File: src/rtl/ps2_pkg.sv
// Shared types, prefix constants and helpers for the PS/2 keyboard decoder.
package ps2_pkg;

  // Receive frame states: start bit wait, 8 data bits, parity bit, stop bit.
  typedef enum logic [1:0] {
    IDLE   = 2'd0,
    DATA   = 2'd1,
    PARITY = 2'd2,
    STOP   = 2'd3
  } ps2_state_e;

  // Scancode prefixes.
  localparam logic [7:0] CODE_EXT   = 8'hE0;
  localparam logic [7:0] CODE_BRK   = 8'hF0;
  localparam logic [7:0] CODE_PAUSE = 8'hE1;

  // Device responses and overrun codes that never map to a key.
  localparam int NUM_DISCARD = 6;
  localparam logic [7:0] DISCARD_CODES [NUM_DISCARD] = '{
    8'h00, 8'hAA, 8'hEE, 8'hFA, 8'hFE, 8'hFF
  };

  // Bytes still to drop after E1 so the 8-byte Pause sequence vanishes.
  localparam logic [2:0] PAUSE_SKIP = 3'd7;

  // PS/2 uses odd parity over data plus parity bit.
  function automatic logic frame_parity_ok(input logic [7:0] data, input logic par);
    return ^{par, data};
  endfunction

  // True when the byte is a device response rather than a scancode.
  function automatic logic is_discard_code(input logic [7:0] code);
    logic hit;
    hit = 1'b0;
    for (int i = 0; i < NUM_DISCARD; i++) begin
      hit = hit | (code == DISCARD_CODES[i]);
    end
    return hit;
  endfunction

endpackage

File: src/rtl/ps2_key_decoder_if.sv
// Bundle of the raw PS/2 pins and the decoded key event word.
interface ps2_key_decoder_if;
  logic        ps2_clk_in;
  logic        ps2_dat_in;
  logic [10:0] ps2_key;
  logic        frame_err;

  // Decoder side: consumes the pins, produces the event word.
  modport master (
    input  ps2_clk_in,
    input  ps2_dat_in,
    output ps2_key,
    output frame_err
  );

  // Pin source / event consumer side.
  modport slave (
    output ps2_clk_in,
    output ps2_dat_in,
    input  ps2_key,
    input  frame_err
  );
endinterface

File: src/rtl/ps2_line_filter.sv
// Synchronizes the PS/2 lines, deglitches the clock and flags its falling edges.
module ps2_line_filter #(
  parameter int FILTER_LEN = 8
) (
  input  logic clk_sys,
  input  logic reset,
  input  logic ps2_clk_in,
  input  logic ps2_dat_in,
  output logic fclk_fall,
  output logic dat_sync
);

  logic [1:0]            clk_sync_r;
  logic [1:0]            dat_sync_r;
  logic [FILTER_LEN-1:0] filt_r;
  logic [FILTER_LEN-1:0] filt_next_s;
  logic                  fclk_r;
  logic                  fclk_fall_r;

  // Next filter contents; deciding on it lets the edge pulse fire as the last sample lands.
  always_comb begin
    filt_next_s = {filt_r[FILTER_LEN-2:0], clk_sync_r[1]};
  end

  // Two-flop synchronizers, idle-high so reset does not look like a falling edge.
  always_ff @(posedge clk_sys or posedge reset) begin
    if (reset) begin
      clk_sync_r <= 2'b11;
      dat_sync_r <= 2'b11;
    end else begin
      clk_sync_r <= {clk_sync_r[0], ps2_clk_in};
      dat_sync_r <= {dat_sync_r[0], ps2_dat_in};
    end
  end

  // Glitch filter with hysteresis: the level only changes on a full run of equal samples.
  always_ff @(posedge clk_sys or posedge reset) begin
    if (reset) begin
      filt_r      <= '1;
      fclk_r      <= 1'b1;
      fclk_fall_r <= 1'b0;
    end else begin
      filt_r      <= filt_next_s;
      fclk_fall_r <= 1'b0;
      if (filt_next_s == '0) begin
        fclk_r      <= 1'b0;
        fclk_fall_r <= fclk_r;
      end else if (&filt_next_s) begin
        fclk_r <= 1'b1;
      end else begin
        fclk_r <= fclk_r;
      end
    end
  end

  assign fclk_fall = fclk_fall_r;
  assign dat_sync  = dat_sync_r[1];

endmodule

File: src/rtl/ps2_key_decoder.sv
// PS/2 keyboard receiver: frame FSM, timeout and scancode prefix decoding
// into a toggle-strobed 11-bit key event word.
module ps2_key_decoder
  import ps2_pkg::*;
#(
  parameter int FILTER_LEN = 8,
  parameter int TIMEOUT    = 96000
) (
  input  logic               clk_sys,
  input  logic               reset,
  ps2_key_decoder_if.master  key_if
);

  localparam int TMO_W = $clog2(TIMEOUT + 1);

  logic             fclk_fall_s;
  logic             dat_s;

  ps2_state_e       state_r;
  logic [2:0]       bit_cnt_r;
  logic [7:0]       shift_r;
  logic             par_r;
  logic [TMO_W-1:0] tmo_cnt_r;
  logic             byte_valid_r;
  logic             frame_err_r;

  logic [10:0]      key_r;
  logic             ext_r;
  logic             brk_r;
  logic [2:0]       skip_r;

  ps2_line_filter #(
    .FILTER_LEN (FILTER_LEN)
  ) u_line_filter (
    .clk_sys    (clk_sys),
    .reset      (reset),
    .ps2_clk_in (key_if.ps2_clk_in),
    .ps2_dat_in (key_if.ps2_dat_in),
    .fclk_fall  (fclk_fall_s),
    .dat_sync   (dat_s)
  );

  // Frame receiver: bit-level FSM stepped by filtered clock falls, with a stall timeout.
  always_ff @(posedge clk_sys or posedge reset) begin
    if (reset) begin
      state_r      <= IDLE;
      bit_cnt_r    <= 3'd0;
      shift_r      <= 8'h00;
      par_r        <= 1'b0;
      tmo_cnt_r    <= '0;
      byte_valid_r <= 1'b0;
      frame_err_r  <= 1'b0;
    end else begin
      byte_valid_r <= 1'b0;
      frame_err_r  <= 1'b0;
      if (fclk_fall_s) begin
        tmo_cnt_r <= '0;
        case (state_r)
          IDLE: begin
            if (!dat_s) begin
              state_r   <= DATA;
              bit_cnt_r <= 3'd0;
            end else begin
              state_r <= IDLE;
            end
          end
          DATA: begin
            shift_r   <= {dat_s, shift_r[7:1]};
            bit_cnt_r <= bit_cnt_r + 3'd1;
            if (bit_cnt_r == 3'd7) begin
              state_r <= PARITY;
            end else begin
              state_r <= DATA;
            end
          end
          PARITY: begin
            par_r   <= dat_s;
            state_r <= STOP;
          end
          STOP: begin
            if (dat_s && frame_parity_ok(shift_r, par_r)) begin
              byte_valid_r <= 1'b1;
            end else begin
              frame_err_r <= 1'b1;
            end
            state_r <= IDLE;
          end
          default: begin
            state_r <= IDLE;
          end
        endcase
      end else if (state_r == IDLE) begin
        tmo_cnt_r <= '0;
      end else if (tmo_cnt_r == TMO_W'(TIMEOUT)) begin
        // Keyboard went quiet mid-frame: drop what was collected.
        state_r     <= IDLE;
        frame_err_r <= 1'b1;
        tmo_cnt_r   <= '0;
        shift_r     <= 8'h00;
        bit_cnt_r   <= 3'd0;
      end else begin
        tmo_cnt_r <= tmo_cnt_r + TMO_W'(1);
      end
    end
  end

  // Prefix decoder: folds E0/F0 into flags, swallows Pause and device responses, emits events.
  always_ff @(posedge clk_sys or posedge reset) begin
    if (reset) begin
      key_r  <= 11'h000;
      ext_r  <= 1'b0;
      brk_r  <= 1'b0;
      skip_r <= 3'd0;
    end else if (byte_valid_r) begin
      if (skip_r != 3'd0) begin
        skip_r <= skip_r - 3'd1;
      end else begin
        case (shift_r)
          CODE_EXT: begin
            ext_r <= 1'b1;
          end
          CODE_BRK: begin
            brk_r <= 1'b1;
          end
          CODE_PAUSE: begin
            skip_r <= PAUSE_SKIP;
            ext_r  <= 1'b0;
            brk_r  <= 1'b0;
          end
          default: begin
            if (!is_discard_code(shift_r)) begin
              key_r <= {~key_r[10], ~brk_r, ext_r, shift_r};
            end else begin
              key_r <= key_r;
            end
            ext_r <= 1'b0;
            brk_r <= 1'b0;
          end
        endcase
      end
    end else begin
      key_r <= key_r;
    end
  end

  assign key_if.ps2_key   = key_r;
  assign key_if.frame_err = frame_err_r;

endmodule

File: src/flat_wrapper.sv
// flat-port wrapper written by rule: the top's interface ports become plain ports
module ps2_key_decoder_flat import ps2_pkg::*;
#(
  parameter int FILTER_LEN = 8,
  parameter int TIMEOUT    = 96000
)
  (clk_sys, reset, key_if_ps2_clk_in, key_if_ps2_dat_in, key_if_ps2_key, key_if_frame_err);
  ps2_key_decoder_if key_if_i ();
  input  logic clk_sys;
  input  logic reset;
  input wire logic [$bits(key_if_i.ps2_clk_in)-1:0] key_if_ps2_clk_in;
  input wire logic [$bits(key_if_i.ps2_dat_in)-1:0] key_if_ps2_dat_in;
  output wire logic [$bits(key_if_i.ps2_key)-1:0] key_if_ps2_key;
  output wire logic [$bits(key_if_i.frame_err)-1:0] key_if_frame_err;
  assign key_if_i.ps2_clk_in = key_if_ps2_clk_in;
  assign key_if_i.ps2_dat_in = key_if_ps2_dat_in;
  assign key_if_ps2_key = key_if_i.ps2_key;
  assign key_if_frame_err = key_if_i.frame_err;
  ps2_key_decoder #(.FILTER_LEN(FILTER_LEN), .TIMEOUT(TIMEOUT)) u_core (.clk_sys(clk_sys), .reset(reset), .key_if(key_if_i));
endmodule
File: config.mk
export PLATFORM = sky130hd
export DESIGN_NAME = ps2_key_decoder_flat
export DESIGN_NICKNAME = d
export VERILOG_FILES = /design/src/rtl/ps2_pkg.sv /design/src/rtl/ps2_key_decoder_if.sv /design/src/rtl/ps2_line_filter.sv /design/src/rtl/ps2_key_decoder.sv /design/src/flat_wrapper.sv
export SDC_FILE = /design/constraint.sdc
export NUM_CORES = 1
export LEC_CHECK = 0
export ABC_AREA = 1
export BUFFER_PORTS_ARGS = -buffer_cell sky130_fd_sc_hd__clkbuf_2
export CAP_MARGIN = 20
export CORE_MARGIN = 2
export CORE_UTILIZATION = 32
export DETAILED_ROUTE_END_ITERATION = 6
export SLEW_MARGIN = 20
export SYNTH_ARGS = -nofsm -noshare
export SYNTH_HDL_FRONTEND = slang
export SYNTH_SLANG_ARGS = --single-unit
File: constraint.sdc
create_clock -name clk_sys -period 4.9 [get_ports clk_sys]
set_input_delay 0.49 -clock clk_sys [delete_from_list [all_inputs] [get_ports clk_sys]]
set_output_delay 0.49 -clock clk_sys [all_outputs]
set_load 0.1 [all_outputs]
==> flow_summary.json, run 1 <==
{
  "status": "complete, no violations",
  "slew_violations": 0,
  "max_slew_margin_pct": 47.2,
  "startpoint_type": "flip-flop",
  "crit_arrival_ns": 2.30,
  "die_x_um": 104,
  "grt_max_degree": 63,
  "fin_setup_tns_ns": 0,
  "grt_pass1_wl_um": 10500,
  "synthCells": 383,
  "cp_top_family": "simple AND/OR/NAND/NOR gates",
  "path_max_fanout": 12,
  "num_antenna_cells": 0,
  "rsz0062_at_grt": "no",
  "cap_violations": 0,
  "antenna_found_initial": 0,
  "gp_congestion": 0.844,
  "worst_ir_drop_vdd_uv": 147,
  "port_buffers": 15,
  "drt-initial-drc-count": 92,
  "wire_per_inst_um": 10.9,
  "cts_tree": "done",
  "numCtsBuffers": 9,
  "crit_required_ns": 5.13,
  "final_cell_mix": "nand2_1, nor2_1, dfrtp_1",
  "ant_nets": 0,
  "leakage_nw": 1.80,
  "criticalPathCategory": "reg -> reg",
  "synth_seq_cells": 62,
  "yosysUniqueCellTypes": 32,
  "worst_slew_pin_slew_ns": 0.790,
  "fin_skew_ns": 0.00824,
  "cts_root_buffer": "clkbuf_8",
  "cts_hold_buffers": 0,
  "ios": 16,
  "gr-total-overflow": 0,
  "cts_buffer_depth": 2,
  "crit_chain": "inv_1, ha_1, inv_1, nor2_2, nand2_1, a21oi_2, nand2_1, nor2_2, nand2_1, nand2_1, nand2_1",
  "yosysWarnings": 0,
  "grtUsageTotal_pct": 12.0,
  "die_area_um2": 10800,
  "dp_hpwl_um": 4150,
  "routed_via_density": 4.38,
  "drt_first_pass_iters": 4,
  "clk_latency_ns": 0.34,
  "cpMostUsedCell": "nand2_1",
  "post_cts_buffers": 0,
  "max_clock_freq_mhz": 483,
  "coreArea_um2": 9730,
  "finalWirelength_um": 5880,
  "path_buf_inv": 2,
  "cts-resized-gates": 0,
  "period_share_pct": 42.2,
  "htreeDepth": 3,
  "p_per_area_nw_per_um2": 302,
  "num_rows": 36,
  "hold_path_class": "in -> reg",
  "worstSetupEndpointType": "flip-flop",
  "drive_gt1_share_pct": 15.0,
  "path_clk_slew_ns": 0.07,
  "initial_utilization_pct": 32.7,
  "die_h_um": 104,
  "cpPeakStageDelay_ns": 0.37,
  "num_vias": 2368,
  "syn-num-nets": 406,
  "hold_viol": 0,
  "setup_viol": 0,
  "ys_seq_area_share_pct": 49.2,
  "clock-sinks": 62,
  "synth_area_per_cell_um2": 8.32,
  "netlist_area_um2": 3190,
  "area_delta_synth_final_pct": 14.1,
  "fin_nets": 426,
  "final_common_cell": "nand2_1",
  "grt_pass1_vias": 2320,
  "place_ws_ns": 2.81,
  "layout_setup_ws_ns": 2.83,
  "slowest_stage": "dfrtp_1",
  "drc_errors": 0,
  "fin_crit_ns": 2.07
}
[report_power, final]
part	internal [mW]	switching [mW]
registers	0.522	0.00292
clock network	0.366	0.191
logic	0.00336	0.0142
[worst paths after layout]
| check | slack [ns] | cells past startpoint | startpoint | to |
|---|---|---|---|---|
| min in group asynchronous | 0.37 | 3 | reset | u_core.shift_r[7] |
| worst max register to register | 2.83 | 11 | u_core.skip_r[0] | u_core.key_if.ps2_key[2] |
| worst max-delay path | 2.83 | 11 | u_core.skip_r[0] | u_core.key_if.ps2_key[2] |
| worst min-delay path | 0.23 | 1 | key_if_ps2_dat_in | u_core.u_line_filter.dat_sync_r[0] |
| max in group asynchronous | 4.04 | 3 | reset | u_core.ext_r |
| worst min register to register | 0.36 | 0 | u_core.u_line_filter.dat_sync_r[0] | u_core.u_line_filter.dat_sync_r[1] |
[area by class of cell]
class / instances / area, um^2
flip-flops and latches: 62 / 1570
inverters: 51 / 191
clock inverters: 3 / 90.1
well taps: 133 / 166
multi-input cells: 263 / 1380
clock buffers: 13 / 159
repair buffers: 16 / 82.6
fillers: 1017 / 6090
[sequential cells by signal (all words and copies together), names as in the netlist]
register	cells
u_core.tmo_cnt_r	17
u_core.key_if.ps2_key	11
u_core.shift_r	8
u_core.u_line_filter.filt_r	7
u_core.bit_cnt_r	3
u_core.skip_r	3
u_core.state_r	2
u_core.u_line_filter.clk_sync_r	2
u_core.u_line_filter.dat_sync_r	2
u_core.brk_r	1
u_core.byte_valid_r	1
u_core.ext_r	1
u_core.key_if.frame_err	1
u_core.par_r	1
u_core.u_line_filter.fclk_fall	1
u_core.u_line_filter.fclk_r	1
[metal layers]
metal,GRT usage (%),share of wire (%),vias up
li1,-,-,1238
met1,15.7,50,1091
met2,18.5,46,31
met3,4.03,3.1,8
met4,4.44,1.2,0
met5,0,0,-
[metrics by stage]
stage               hold slack (ns)  utilization (%)  cell area [um^2]  instances  total power, mW
floorplan                     0.345                -              3190        383            0.546
global placement              0.346             34.8              3390        525            0.552
detailed placement            0.348             34.8              3390        525            0.553
CTS                           0.210             37.4              3640        541             1.12
global route                  0.210             37.4              3640        541             1.15
finish                        0.228             37.4              3640        541             1.10
[worst reg2reg max path, cell delays in order, from the launching register on]
cell     delay [ns]
dfrtp_1        0.37
inv_1          0.10
ha_1           0.18
inv_1          0.05
nor2_2         0.13
nand2_1        0.10
a21oi_2        0.12
nand2_1        0.07
nor2_2         0.32
nand2_1        0.31
nand2_1        0.12
nand2_1        0.06
[logic make-up after synthesis]
family | synth area share (%)
xor gates and xnor gates | 2.20
buffers and inverters | 7.50
AOI/OAI and AO/OA | 3.46
and+or+nand+nor | 30.2
adders and majority gates | 7.46
DFF | 49.2
[cells in the mapped netlist]
cell type  count  area [um^2]
inv_1         48          180
nand2_4        1         11.3
buf_2          2         10.0
o21ai_0        7         35.0
o22ai_1        1         6.26
dfrtp_1       50         1250
nor3_2         3         30.0
a21oi_2        1         8.76
nand3_1       35          175
nor3_1         9         45.0
a21oi_1        4         20.0
inv_2          3         11.3
xnor2_1        4         35.0
dfstp_2       12          315
xor2_1         4         35.0
buf_4          1         7.51
buf_6          2         22.5
o31ai_1        2         15.0
nand2_1      102          383
nand2_2        2         12.5
nor2_4         1         11.3
a31oi_1        1         6.26
clkbuf_1       2         7.51
ha_1          19          238
nor3b_1        1         7.51
nor2_2         4         25.0
nand3_2        2         20.0
nand3b_1       2         15.0
nand4_1        4         25.0
o21bai_4       1         18.8
nor4_1         1         6.26
nor2_1        52          195
Note: power is estimated with default switching activity, not from simulation.
==> run 2, diff against run 1 <==
- clock period: 4.9 -> 1.7 ns (I/O delays scaled with it)
==> run 2 against run 1 <==
Wire length increased by 1.4%; die area did not move; combinational power grew to 3.4 times the previous value; critical path type unchanged.
==> flow_summary.json, run 2 (same netlist as run 1, synthesis figures left out) <==
{
  "port_buffers": 15,
  "ios": 16,
  "cts_tree": "done",
  "path_max_fanout": 6,
  "multi_input_comb_area_um2": 1440,
  "die_x_um": 104,
  "dp_hpwl_um": 4160,
  "seq_area_um2": 1570,
  "largest_reg_flops": 17,
  "slew_violations": 0,
  "ant_nets": 0,
  "whs_endpoint": "u_core.u_line_filter.clk_sync_r[1]",
  "gr-total-overflow": 0,
  "p_per_area_nw_per_um2": 768,
  "total_power_mw": 2.92,
  "fin_skew_ns": 0.0125,
  "final_common_cell": "nand2_1",
  "grt_pass1_vias": 2340,
  "placedCellCount": 533,
  "coreArea_um2": 9730,
  "gp_congestion": 0.791,
  "path_clk_slew_ns": 0.08,
  "antenna_found_initial": 0,
  "crit_arrival_ns": 1.88,
  "wl_met3_um": 197,
  "clk_latency_ns": 0.35,
  "worst_ir_drop_vdd_uv": 401,
  "drive_gt1_share_pct": 21.9,
  "fin_setup_tns_ns": 0,
  "final_cell_mix": "nand2_1, nor2_1, dfrtp_1",
  "status": "complete, no violations",
  "dr_wl_met2_um": 2820,
  "fin_crit_ns": 1.59,
  "max_slew_margin_pct": 64.1,
  "regMostFlops": "u_core.tmo_cnt_r",
  "die_h_um": 104,
  "routed_via_density": 4.40,
  "leakage_nw": 1.87,
  "htreeDepth": 3,
  "setup_viol": 0,
  "post-route-util_pct": 39.1,
  "worstReg2RegEnd": "u_core.key_if.ps2_key[7]",
  "die_area_um2": 10800,
  "grt_pass1_wl_um": 10300,
  "fin_cells": 557,
  "cap_violations": 0,
  "worst_slew_pin_slew_ns": 0.541,
  "rr_startpoint": "u_core.skip_r[0]",
  "grtUsageTotal_pct": 11.7,
  "period_share_pct": 93.5,
  "cts_root_buffer": "clkbuf_8",
  "num_rows": 36,
  "startpoint_type": "flip-flop",
  "num_antenna_cells": 0,
  "routed.top_layer": "met4",
  "finalWirelength_um": 5970,
  "crit_required_ns": 1.99,
  "drt-initial-drc-count": 81,
  "worstSetupEndpointType": "flip-flop",
  "wire_per_inst_um": 10.7,
  "cts_buffer_depth": 2,
  "clock-sinks": 62,
  "min_from": "u_core.u_line_filter.clk_sync_r[0]",
  "grt_max_degree": 63,
  "fin_nets": 442,
  "hold_path_class": "reg -> reg",
  "fillers": 995,
  "max_clock_freq_mhz": 629,
  "drt_first_pass_iters": 4,
  "r2r_cells": 11,
  "initial_utilization_pct": 32.7,
  "hold_viol": 0,
  "area_delta_synth_final_pct": 19.4,
  "whs_path_depth": 0,
  "numCtsBuffers": 9,
  "drc_errors": 0,
  "criticalPathCategory": "reg -> reg",
  "drt-met1-wl_um": 2860,
  "num_vias": 2451,
  "r2r_setup_slack_ns": 0.11
}
run 2: cell types whose count changed in the layout (fill, tap and decap cells not counted), moves of 3 or more:
cell,previous run,this run
ha_1,19,16
dfrtp_1,50,47
nand2_4,1,4
buf_4,1,9
dlygate4sd3_1,0,3
clkinv_4,0,3
dfrtp_2,0,3
buf_6,0,3
nand2_1,102,98
inv_1,47,43
ha_2,0,3
inv_2,4,8
run 2: final cells by class:
type | instances | area share [%]
flip-flops and latches | 62 | 41.3
multi-input cells | 264 | 37.8
repair buffers | 31 | 5.96
inverters | 51 | 5.03
well taps | 133 | 4.38
clock buffers | 10 | 3.62
clock inverters | 6 | 1.88
run 2: per-stage QoR:
| stage | setup WS (ns) | area, um^2 | hold WS, ns |
|---|---|---|---|
| 4_1_cts | 0.0933 | 3700 | 0.359 |
| 3_5_place_dp | 0.00745 | 3460 | 0.252 |
| 6_report | 0.110 | 3800 | 0.357 |
| 5_1_grt | -0.0279 | 3800 | 0.364 |
| 3_3_place_gp | 0.0544 | 3460 | 0.250 |
| 2_1_floorplan | 0.00846 | 3190 | 0.174 |
run 2: power by group:
group | switching [mW] | internal [mW] | total, mW | leakage (nW)
clock network | 0.625 | 0.723 | 1.35 | 0.0987
logic | 0.0416 | 0.0177 | 0.0593 | 0.952
registers | 0.00789 | 1.50 | 1.51 | 0.820
total | 0.675 | 2.24 | 2.92 | 1.87
run 2: timing repair:
| action | in CTS | in global routing |
|---|---|---|
| endpoints found under the hold margin | 52 | 0 |
| hold buffers | 3 | 0 |
| gates resized for setup | 1 | 25 |
| setup buffers | 0 | 3 |
| endpoints found under the setup margin | 2 | 16 |
| gates cloned | 0 | 2 |
| pin swaps | 0 | 1 |
run 2: layer usage:
layer / GRT usage (%) / vias to the layer above
li1: - / 1279
met1: 14.5 / 1131
met2: 19.6 / 34
met3: 3.02 / 7
met4: 4.34 / 0
met5: 0 / -
run 2: worst max-delay path by stage:
stage,from,endpoint,slack [ns],depth (start not counted)
2_1_floorplan,reset,u_core.bit_cnt_r[0],0.008,1
3_3_place_gp,u_core.skip_r[0],u_core.key_if.ps2_key[4],0.05,11
3_5_place_dp,u_core.skip_r[0],u_core.key_if.ps2_key[8],0.007,11
4_1_cts,u_core.skip_r[0],u_core.key_if.ps2_key[8],0.09,11
5_1_grt,u_core.skip_r[0],u_core.key_if.ps2_key[10],-0.03,11
6_report,u_core.skip_r[0],u_core.key_if.ps2_key[7],0.11,11
run 2: worst max-delay path: stages (launching register included):
cell and delay, ns:
dfrtp_1 0.39, inv_2 0.07, ha_2 0.19, inv_2 0.05
nor2_4 0.10, nand2_2 0.07, a21oi_2 0.11, nand2_1 0.09
nor2_4 0.18, buf_6 0.15, nand3_1 0.07, nand2_1 0.07
==> run 3, diff against run 2 <==
- CORE_MARGIN: 2 -> unset
- SYNTH_HIERARCHICAL: unset -> 1
==> run 3 against run 2 <==
Die area down 3.6%; critical endpoint is now u_core/key_if.ps2_key[10]; final cell count up 0.36%; sequential share of layout area down 0.20 points.
==> flow_summary.json, run 3 <==
{
  "status": "complete, no violations",
  "regMostFlops": "u_core/tmo_cnt_r",
  "clk_latency_ns": 0.34,
  "synthArstFlopShare_pct": 100,
  "coreArea_um2": 9730,
  "p_per_area_nw_per_um2": 706,
  "ant_nets": 0,
  "path_max_fanout": 6,
  "setup_viol": 0,
  "worst_slew_pin_slew_ns": 0.540,
  "placed_cell_area_um2": 3520,
  "wire_per_inst_um": 11.0,
  "synth_area_per_cell_um2": 8.45,
  "startpoint_type": "flip-flop",
  "worstSetupEndpointType": "flip-flop",
  "drive_gt1_share_pct": 23.0,
  "gp_congestion": 0.791,
  "die_x_um": 102,
  "port_buffers": 15,
  "grt_pass1_vias": 2371,
  "total_power_mw": 2.69,
  "grt_max_degree": 36,
  "p_int_mw": 2.08,
  "htreeDepth": 3,
  "worst_ir_drop_vdd_uv": 290,
  "cts_buffer_depth": 2,
  "grtUsageTotal_pct": 13.2,
  "period_share_pct": 95.2,
  "gr-total-overflow": 0,
  "final_common_cell": "nand2_1",
  "largest_reg_flops": 17,
  "met3_usage_pct": 4.51,
  "seq_power_share_pct": 56.3,
  "routed_via_density": 4.43,
  "crit_required_ns": 1.98,
  "fin_nets": 444,
  "die_h_um": 102,
  "place_ws_ns": -0.0136,
  "area_delta_synth_final_pct": 19.5,
  "synthTopCellsByArea": "dfrtp_1, nand2_1, dfstp_2, ha_1, nor2_1",
  "finalWirelength_um": 6150,
  "ios": 16,
  "dp_hpwl_um": 4340,
  "ys_seq_area_share_pct": 49.0,
  "cts_root_buffer": "clkbuf_8",
  "netlist_area_um2": 3190,
  "p_sw_mw": 0.609,
  "antenna_found_initial": 0,
  "yosys-top-cells-count": "nand2_1, dfrtp_1, nor2_1",
  "yosysWarnings": 6,
  "crit_arrival_ns": 1.90,
  "num_rows": 36,
  "synth_seq_cells": 62,
  "drt_first_pass_iters": 4,
  "die_area_um2": 10400,
  "synth_top_area_cell": "dfrtp_1",
  "drc_errors": 0,
  "cap_violations": 0,
  "numCtsBuffers": 9,
  "max_slew_margin_pct": 64.2,
  "criticalPathCategory": "reg -> reg",
  "synth_edf_count": 0,
  "grt_busiest_layer": "met2",
  "final_cell_mix": "nand2_1, nor2_1, dfrtp_1",
  "clock-sinks": 62,
  "syn-num-nets": 401,
  "num_antenna_cells": 0,
  "yosysUniqueCellTypes": 36,
  "leakage_nw": 1.85,
  "hold_viol": 0,
  "hold_path_class": "in -> async",
  "netlist.area_leader.share_pct": 39.2,
  "synth-main-ff-cell": "dfrtp_1",
  "grt_pass1_wl_um": 10500,
  "combPwrFrac_pct": 2.2,
  "drt-initial-drc-count": 74,
  "initial_utilization_pct": 32.8,
  "placedCellCount": 535,
  "cts_tree": "done",
  "hold_slack_ns": 0.336,
  "postLayoutCellArea_um2": 3820,
  "clockPowerShare_pct": 41.5,
  "max_clock_freq_mhz": 618,
  "fin_cells": 559,
  "fin_crit_ns": 1.62,
  "fin_skew_ns": 0.00453,
  "layout_setup_ws_ns": 0.0819,
  "yosysMostFrequentCell": "nand2_1",
  "synthCells": 378,
  "num_vias": 2477,
  "slew_violations": 0,
  "grt_util_met2_pct": 22.0,
  "use_met1_pct": 15.3,
  "path_clk_slew_ns": 0.07,
  "swShare_pct": 22.6
}
-- run 3: changes by cell type after synthesis, moves of 4 or more --
cell     change
inv_1       -11
nand2_1      +6
nand2_2      +4
nand3_1     -11
nand4_1      +5
nor3_1       -6
-- run 3: what timing repair did --
| item | in CTS | in global routing |
|---|---|---|
| gates cloned | 0 | 2 |
| resized for setup | 1 | 17 |
| setup buffers | 0 | 3 |
| hold endpoints to repair | 17 | 0 |
| hold buffers | 3 | 0 |
| setup endpoints to repair | 11 | 13 |
| pin swaps | 0 | 5 |
-- run 3: path summary, 6_finish.rpt --
path	start	endpoint	slack, ns	depth (start not counted)
max in group asynchronous	reset	u_core/key_if.ps2_key[1]	0.87	4
worst max register to register	u_core/skip_r[0]	u_core/key_if.ps2_key[10]	0.08	10
min in group clk_sys	u_core/u_line_filter/clk_sync_r[0]	u_core/u_line_filter/clk_sync_r[1]	0.36	0
worst max-delay path	u_core/skip_r[0]	u_core/key_if.ps2_key[10]	0.08	10
worst min-delay path	reset	u_core/bit_cnt_r[1]	0.34	3
worst min register to register	u_core/u_line_filter/clk_sync_r[0]	u_core/u_line_filter/clk_sync_r[1]	0.36	0
-- run 3: power groups by stage --
stage | Combinational, mW | Sequential (mW) | Clock (mW)
finish | 0.0603 | 1.52 | 1.12
global route | 0.0712 | 1.52 | 1.25
CTS | 0.0648 | 1.52 | 1.17
detailed placement | 0.0589 | 1.54 | 0
global placement | 0.0575 | 1.54 | 0
floorplan | 0.0357 | 1.54 | 0
-- run 3: area by class of cell --
type,instances,area [um^2]
clock buffers,12,145
clock inverters,4,22.5
fillers,1027,5910
inverters,42,158
multi-input cells,268,1480
flip-flops and latches,62,1570
well taps,133,166
repair buffers,38,275
-- run 3: critical path: stages, from the launching register on --
cell and delay (ns):
dfrtp_1 0.39, inv_1 0.08, ha_1 0.14, ha_2 0.18, nand2_1 0.05, inv_1 0.08, nand3_2 0.10, nor2_4 0.23
buf_4 0.17, nand3b_1 0.07, nand2_1 0.06
-- run 3: stage by stage --
stage	util, %	TNS (ns)
after global placement	36.2	0
final	39.2	0
after global routing	39.2	-0.0481
after detailed placement	36.2	-0.0406
after CTS	38.2	0
after floorplan	-	0
-- run 3: metal layers --
| metal | wire (um) | part of all wire, % | up-vias |
|---|---|---|---|
| li1 | - | - | 1278 |
| met1 | 2860 | 47 | 1158 |
| met2 | 3020 | 49 | 34 |
| met3 | 175 | 2.8 | 7 |
| met4 | 92 | 1.5 | 0 |
| met5 | 0 | 0 | - |
-- run 3: logic make-up after synthesis --
group	Yosys count	share of synthesized area, %
XOR/XNOR	8	2.19
adder cells (fa/ha/maj)	19	7.44
buffers and inverters	49	6.50
AND/OR/NAND/NOR	219	31.1
AO/OA/AOI/OAI	21	3.76
flip-flops	62	49.0
